## src/rtl/seq_det_pkg.sv

```systemverilog
// seq_det_pkg: shared types and constants for the symbol-sequence detector.
// Holds the detector state enum, the default pattern and the slot-index width helper.
package seq_det_pkg;

  typedef enum logic {
    FILL,
    ARMED
  } seq_state_e;

  localparam logic [15:0] SEQ_DET_PATTERN_DFLT = 16'h4210;

  function automatic int idx_w(input int n);
    return (n > 1) ? $clog2(n) : 1;
  endfunction

endpackage

```

## src/rtl/seq_det_hist.sv

```systemverilog
// seq_det_hist: shift register of the last SEQ_LEN-1 accepted symbols plus fill count.
// Ports: clk_i, rst_n_i, shift_i (accepted symbol), flush_i, hold_i, sym_i;
//        hist_o (slot 0 = oldest), armed_o (fill reached SEQ_LEN-1).
module seq_det_hist
  import seq_det_pkg::*;
#(
  parameter int SYM_W   = 4,
  parameter int SEQ_LEN = 4
) (
  input  logic                          clk_i,
  input  logic                          rst_n_i,
  input  logic                          shift_i,
  input  logic                          flush_i,
  input  logic                          hold_i,
  input  logic [SYM_W-1:0]              sym_i,
  output logic [SEQ_LEN-2:0][SYM_W-1:0] hist_o,
  output logic                          armed_o
);

  localparam int FILL_W = idx_w(SEQ_LEN);
  localparam logic [FILL_W-1:0] FILL_MAX = FILL_W'(SEQ_LEN - 1);

  logic [SEQ_LEN-2:0][SYM_W-1:0] hist_q;
  logic [FILL_W-1:0]             fill_q;

  // Flush wins over shift: a flushing cycle never keeps its own symbol.
  always_ff @(posedge clk_i or negedge rst_n_i) begin
    if (!rst_n_i) begin
      hist_q <= '0;
      fill_q <= '0;
    end else if (flush_i) begin
      hist_q <= '0;
      fill_q <= '0;
    end else if (shift_i && !hold_i) begin
      for (int i = 0; i < SEQ_LEN - 2; i++) begin
        hist_q[i] <= hist_q[i+1];
      end
      hist_q[SEQ_LEN-2] <= sym_i;
      if (fill_q != FILL_MAX) begin
        fill_q <= fill_q + 1'b1;
      end
    end
  end

  assign hist_o  = hist_q;
  assign armed_o = (fill_q == FILL_MAX);

endmodule

```

## src/rtl/seq_detector.sv

```systemverilog
// seq_detector: runtime-programmable detector of the last SEQ_LEN accepted symbols.
// Ports: clk_i, rst_n_i, valid_i, data_i, overlap_i, cfg_we_i/cfg_idx_i/cfg_sym_i
//        (pattern write), cnt_clr_i; found_o pulse, match_cnt_o.
//        Macro SEQ_DETECTOR_CNT_EN enables the saturating match counter.
module seq_detector
  import seq_det_pkg::*;
#(
  parameter int SYM_W   = 4,
  parameter int SEQ_LEN = 4,
  parameter logic [SEQ_LEN*SYM_W-1:0] PATTERN_RST =
    (SEQ_LEN*SYM_W)'(SEQ_DET_PATTERN_DFLT),
  parameter int CNT_W   = 16
) (
  input  logic                      clk_i,
  input  logic                      rst_n_i,
  input  logic                      valid_i,
  input  logic [SYM_W-1:0]          data_i,
  input  logic                      overlap_i,
  input  logic                      cfg_we_i,
  input  logic [idx_w(SEQ_LEN)-1:0] cfg_idx_i,
  input  logic [SYM_W-1:0]          cfg_sym_i,
  input  logic                      cnt_clr_i,
  output logic                      found_o,
  output logic [CNT_W-1:0]          match_cnt_o
);

  localparam int IDX_W = idx_w(SEQ_LEN);
  localparam logic [IDX_W:0] SLOTS = (IDX_W+1)'(SEQ_LEN);

  logic [SEQ_LEN-1:0][SYM_W-1:0] pat_q;
  logic [SEQ_LEN-2:0][SYM_W-1:0] hist;
  logic                          armed;
  seq_state_e                    state;
  logic                          accept;
  logic                          wr_ok;
  logic                          hist_eq;
  logic                          match;
  logic                          flush;
  logic                          found_q;

  // A write always steals the cycle; only an in-range write touches state.
  assign accept = valid_i & ~cfg_we_i;
  assign wr_ok  = cfg_we_i & ({1'b0, cfg_idx_i} < SLOTS);
  assign state  = armed ? ARMED : FILL;

  always_comb begin
    hist_eq = 1'b1;
    for (int i = 0; i < SEQ_LEN - 1; i++) begin
      if (hist[i] != pat_q[i]) begin
        hist_eq = 1'b0;
      end
    end
  end

  assign match = accept
               & (state == ARMED)
               & hist_eq
               & (data_i == pat_q[SEQ_LEN-1]);

  // Non-overlap restarts collection from scratch after a hit.
  assign flush = wr_ok | (match & ~overlap_i);

  seq_det_hist #(
    .SYM_W   (SYM_W),
    .SEQ_LEN (SEQ_LEN)
  ) u_hist (
    .clk_i   (clk_i),
    .rst_n_i (rst_n_i),
    .shift_i (accept),
    .flush_i (flush),
    .hold_i  (~valid_i),
    .sym_i   (data_i),
    .hist_o  (hist),
    .armed_o (armed)
  );

  always_ff @(posedge clk_i or negedge rst_n_i) begin
    if (!rst_n_i) begin
      pat_q   <= PATTERN_RST;
      found_q <= 1'b0;
    end else begin
      found_q <= match;
      if (wr_ok) begin
        pat_q[cfg_idx_i] <= cfg_sym_i;
      end
    end
  end

  assign found_o = found_q;

`ifdef SEQ_DETECTOR_CNT_EN
  logic [CNT_W-1:0] cnt_q;

  // Clear beats increment, but a same-cycle hit still counts as one.
  always_ff @(posedge clk_i or negedge rst_n_i) begin
    if (!rst_n_i) begin
      cnt_q <= '0;
    end else if (cnt_clr_i) begin
      cnt_q <= match ? CNT_W'(1) : '0;
    end else if (match && (cnt_q != '1)) begin
      cnt_q <= cnt_q + 1'b1;
    end
  end

  assign match_cnt_o = cnt_q;
`else
  logic cnt_clr_unused;

  assign cnt_clr_unused = cnt_clr_i;
  assign match_cnt_o    = '0;
`endif

endmodule

```

## config.mk

```make
export PLATFORM = sky130hd
export DESIGN_NAME = seq_detector
export DESIGN_NICKNAME = d
export VERILOG_FILES = /design/src/rtl/seq_det_pkg.sv /design/src/rtl/seq_det_hist.sv /design/src/rtl/seq_detector.sv
export SDC_FILE = /design/constraint.sdc
export NUM_CORES = 1
export LEC_CHECK = 0
export BUFFER_PORTS_ARGS = -buffer_cell sky130_fd_sc_hd__buf_2
export CORE_ASPECT_RATIO = 0.9
export CORE_UTILIZATION = 38
export CTS_BUF_LIST = sky130_fd_sc_hd__clkbuf_8
export DETAILED_ROUTE_END_ITERATION = 8
export PLACE_DENSITY = 0.58
export SLEW_MARGIN = 0
export SYNTH_ARGS = -nofsm -noshare
export SYNTH_HDL_FRONTEND = slang
export SYNTH_SLANG_ARGS = --single-unit
```

## constraint.sdc

```tcl
create_clock -name clk_i -period 3.4 [get_ports clk_i]
set_input_delay 0.17 -clock clk_i [delete_from_list [all_inputs] [get_ports clk_i]]
set_output_delay 0.17 -clock clk_i [all_outputs]
set_load 0.02 [all_outputs]
```

==> impl_metrics.tcl <==
set metrics [dict create \
    status "complete, no violations" \
    core_area_um2 4130 \
    hold_viol 0 \
    worstHoldStart "cfg_sym_i[2]" \
    critPathMaxFanout 15 \
    synth.distinct_cells 24 \
    yosysWarnings 0 \
    rrSetupSlack_ns 1.60 \
    clock_sinks 31 \
    hold_class "in -> reg" \
    wire_per_inst_um 14.8 \
    rr_endpoint "u_hist.hist_o[3]$_DFFE_PN0P_" \
    worstPathRequired_ns 3.51 \
    setup_tns_ns 0 \
    peakVddDrop_uv 278 \
    gr-usage-all-layers_pct 14.8 \
    clk_transition_reported_paths_ns 0.06 \
    synth-seq-cells 31 \
    clock_skew_ns 0.00953 \
    synth_top_area_cell "dfrtp_1" \
    antenna_found_initial 0 \
    path_cells "xnor2_1 -> nand3_1 -> nor4_4 -> a211oi_1" \
    nNetsFinal 162 \
    postCtsSetupBuffers 0 \
    final_cells 194 \
    slowest_delay_ns 0.70 \
    cap_violations 0 \
    grt_pass1_vias 1000 \
    r2r-start "pat_q[14]$_DFFE_PN1P_" \
    wl_um 2870 \
    grt_max_degree 32 \
    die_h_um 64.6 \
    drv_slew 0 \
    placedCellCount 185 \
    critical_path_class "reg -> reg" \
    synthTopCellsByArea "dfrtp_1 42%, mux2_2 11%, mux2i_1 7.9%" \
    regArea_um2 779 \
    final_common_cell "dfrtp_1" \
    yosysTopAreaCellShare_pct 42.4 \
    cts_tree "yes" \
    grt_overflow 0 \
    finalCritPeriodShare_pct 53.0 \
    first_pass_iters 4 \
    synth-seq-area-share_pct 47.2 \
    postCtsResizedCells 0 \
    cts_buffer_depth 2 \
    initial_core_util_pct 40.0 \
    relSlewSlack_pct 45.8 \
    holdPathEnd "pat_q[14]$_DFFE_PN1P_" \
    syn_to_final_growth_pct 7.57 \
    hpwl_um 2090 \
    end_kind "flop" \
    dieArea_um2 4620 \
    crit_path_start_kind "flop" \
    fmax_mhz 555 \
    gp_congestion 0.714 \
    htree_levels 2 \
    drtAntennaViolNets 0 \
    p_leak_nw 0.791 \
    grt_pass1_wl_um 5130 \
    vias 970 \
    antennaDiodeCount 0 \
    worst_pin_slew_ns 0.808 \
    rr_worst_depth 4 \
    final_cell_mix "28 x dfrtp_1, 16 x mux2_2, 16 x conb_1" \
    multi_input_area_um2 762 \
    avgSynthCellArea_um2 12.8 \
    clk_latency_ns 0.28 \
    fill_cells 395 \
    setup_violations 0 \
    p_per_area_nw_per_um2 503 \
    die_x_um 71.5 \
    portBuffers 15 \
    worstPathArrival_ns 1.91 \
    row_count 22 \
    whs_path_depth 2 \
    fin_crit_ns 1.80 \
    finalPower_uw 895 \
    vias_per_cell 5.00 \
    io_pins 33 \
    route.detailed.drc 0 \
    clock_tree.root_cell "clkbuf_8" \
    numCtsBuffers 5 \
    rsz0062_at_grt "false" \
    synthCells 129 \
    drt-initial-drc-count 47 \
    worst_path_max_delay_cell "nor4_4" \
    syn-cell-area_um2 1650 \
    drive_gt1_share_pct 30.8 \
]
[what timing repair did]
item	4_1_cts	5_1_grt
hold endpoints to repair	28	0
setup endpoints to repair	0	0
hold buffers	1	0
[report_power, final]
group | total (mW) | internal (mW) | leakage [nW] | switching [mW]
logic | 0.151 | 0.0757 | 0.349 | 0.0748
clock network | 0.290 | 0.160 | 0.0524 | 0.130
registers | 0.454 | 0.418 | 0.389 | 0.0361
[registers in the layout (all words and copies together), names as in the netlist]
register and count:
pat_q 16, u_hist.fill_q 2, found_o 1, u_hist.hist_o 12
[metal layers]
layer,vias to the layer above,global-route usage [%],wire [um]
met5,-,0,0
li1,456,-,-
met1,482,20.8,1490
met2,30,22.1,1250
met4,0,5.15,2
met3,2,3.89,129
[critical path, delay by kind of cell, from the launching register on]
| family | cells | cell delay (ns) |
|---|---|---|
| flip-flops | 1 | 0.53 |
| XOR/XNOR | 1 | 0.11 |
| AO/OA/AOI/OAI | 1 | 0.16 |
| AND/OR/NAND/NOR | 2 | 0.83 |
[how the worst max path moves through the flow]
| stage | startpoint | end | slack, ns |
|---|---|---|---|
| after CTS | pat_q[14]$_DFFE_PN1P_ | u_hist.hist_o[3]$_DFFE_PN0P_ | 1.59 |
| after floorplan | pat_q[14]$_DFFE_PN1P_ | u_hist.fill_q[1]$_DFFE_PN0P_ | 1.95 |
| after detailed placement | pat_q[14]$_DFFE_PN1P_ | u_hist.hist_o[7]$_DFFE_PN0P_ | 1.60 |
| after global routing | pat_q[14]$_DFFE_PN1P_ | u_hist.hist_o[7]$_DFFE_PN0P_ | 1.47 |
| after global placement | pat_q[14]$_DFFE_PN1P_ | u_hist.hist_o[1]$_DFFE_PN0P_ | 1.62 |
| final | pat_q[14]$_DFFE_PN1P_ | u_hist.hist_o[3]$_DFFE_PN0P_ | 1.60 |
[synth_stat cells (all sizes together)]
| cell type | number |
|---|---|
| nand4 | 3 |
| dfrtp | 28 |
| and2 | 1 |
| nand3 | 2 |
| and3b | 1 |
| nor4 | 1 |
| nand3b | 2 |
| xnor2 | 14 |
| nor2 | 1 |
| nor3b | 1 |
| a211oi | 14 |
| mux2i | 13 |
| nand2b | 1 |
| mux2 | 16 |
| xor2 | 3 |
| conb | 1 |
| buf | 21 |
| ha | 1 |
| nor3 | 1 |
| dfstp | 3 |
| clkbuf | 1 |
[logic make-up after synthesis]
kind of cell    synth area share (%)
other cells                    0.227
buf+inv                         10.1
xor+xnor                        9.01
fa+ha+maj                      0.757
flops                           47.2
simple gates                    7.57
compound gates                  6.36
mux                             18.8
[area by class of cell]
class / instances / share of cell area, %
multi-input cells: 91 / 42.9
repair buffers: 16 / 4.79
well taps: 48 / 3.38
flip-flops and latches: 31 / 43.8
clock inverters: 2 / 0.493
clock buffers: 6 / 4.64
[per-stage QoR]
step / hold slack (ns) / util, % / cell area [um^2] / worst slack (ns)
floorplan: -0.126 / - / 1710 / 1.95
global placement: 0.244 / 40.6 / 1680 / 1.62
detailed placement: 0.253 / 40.6 / 1680 / 1.60
CTS: 0.168 / 43.1 / 1780 / 1.59
global route: 0.174 / 43.1 / 1780 / 1.47
finish: 0.169 / 43.1 / 1780 / 1.60
Power figures use the tool's default switching activity.
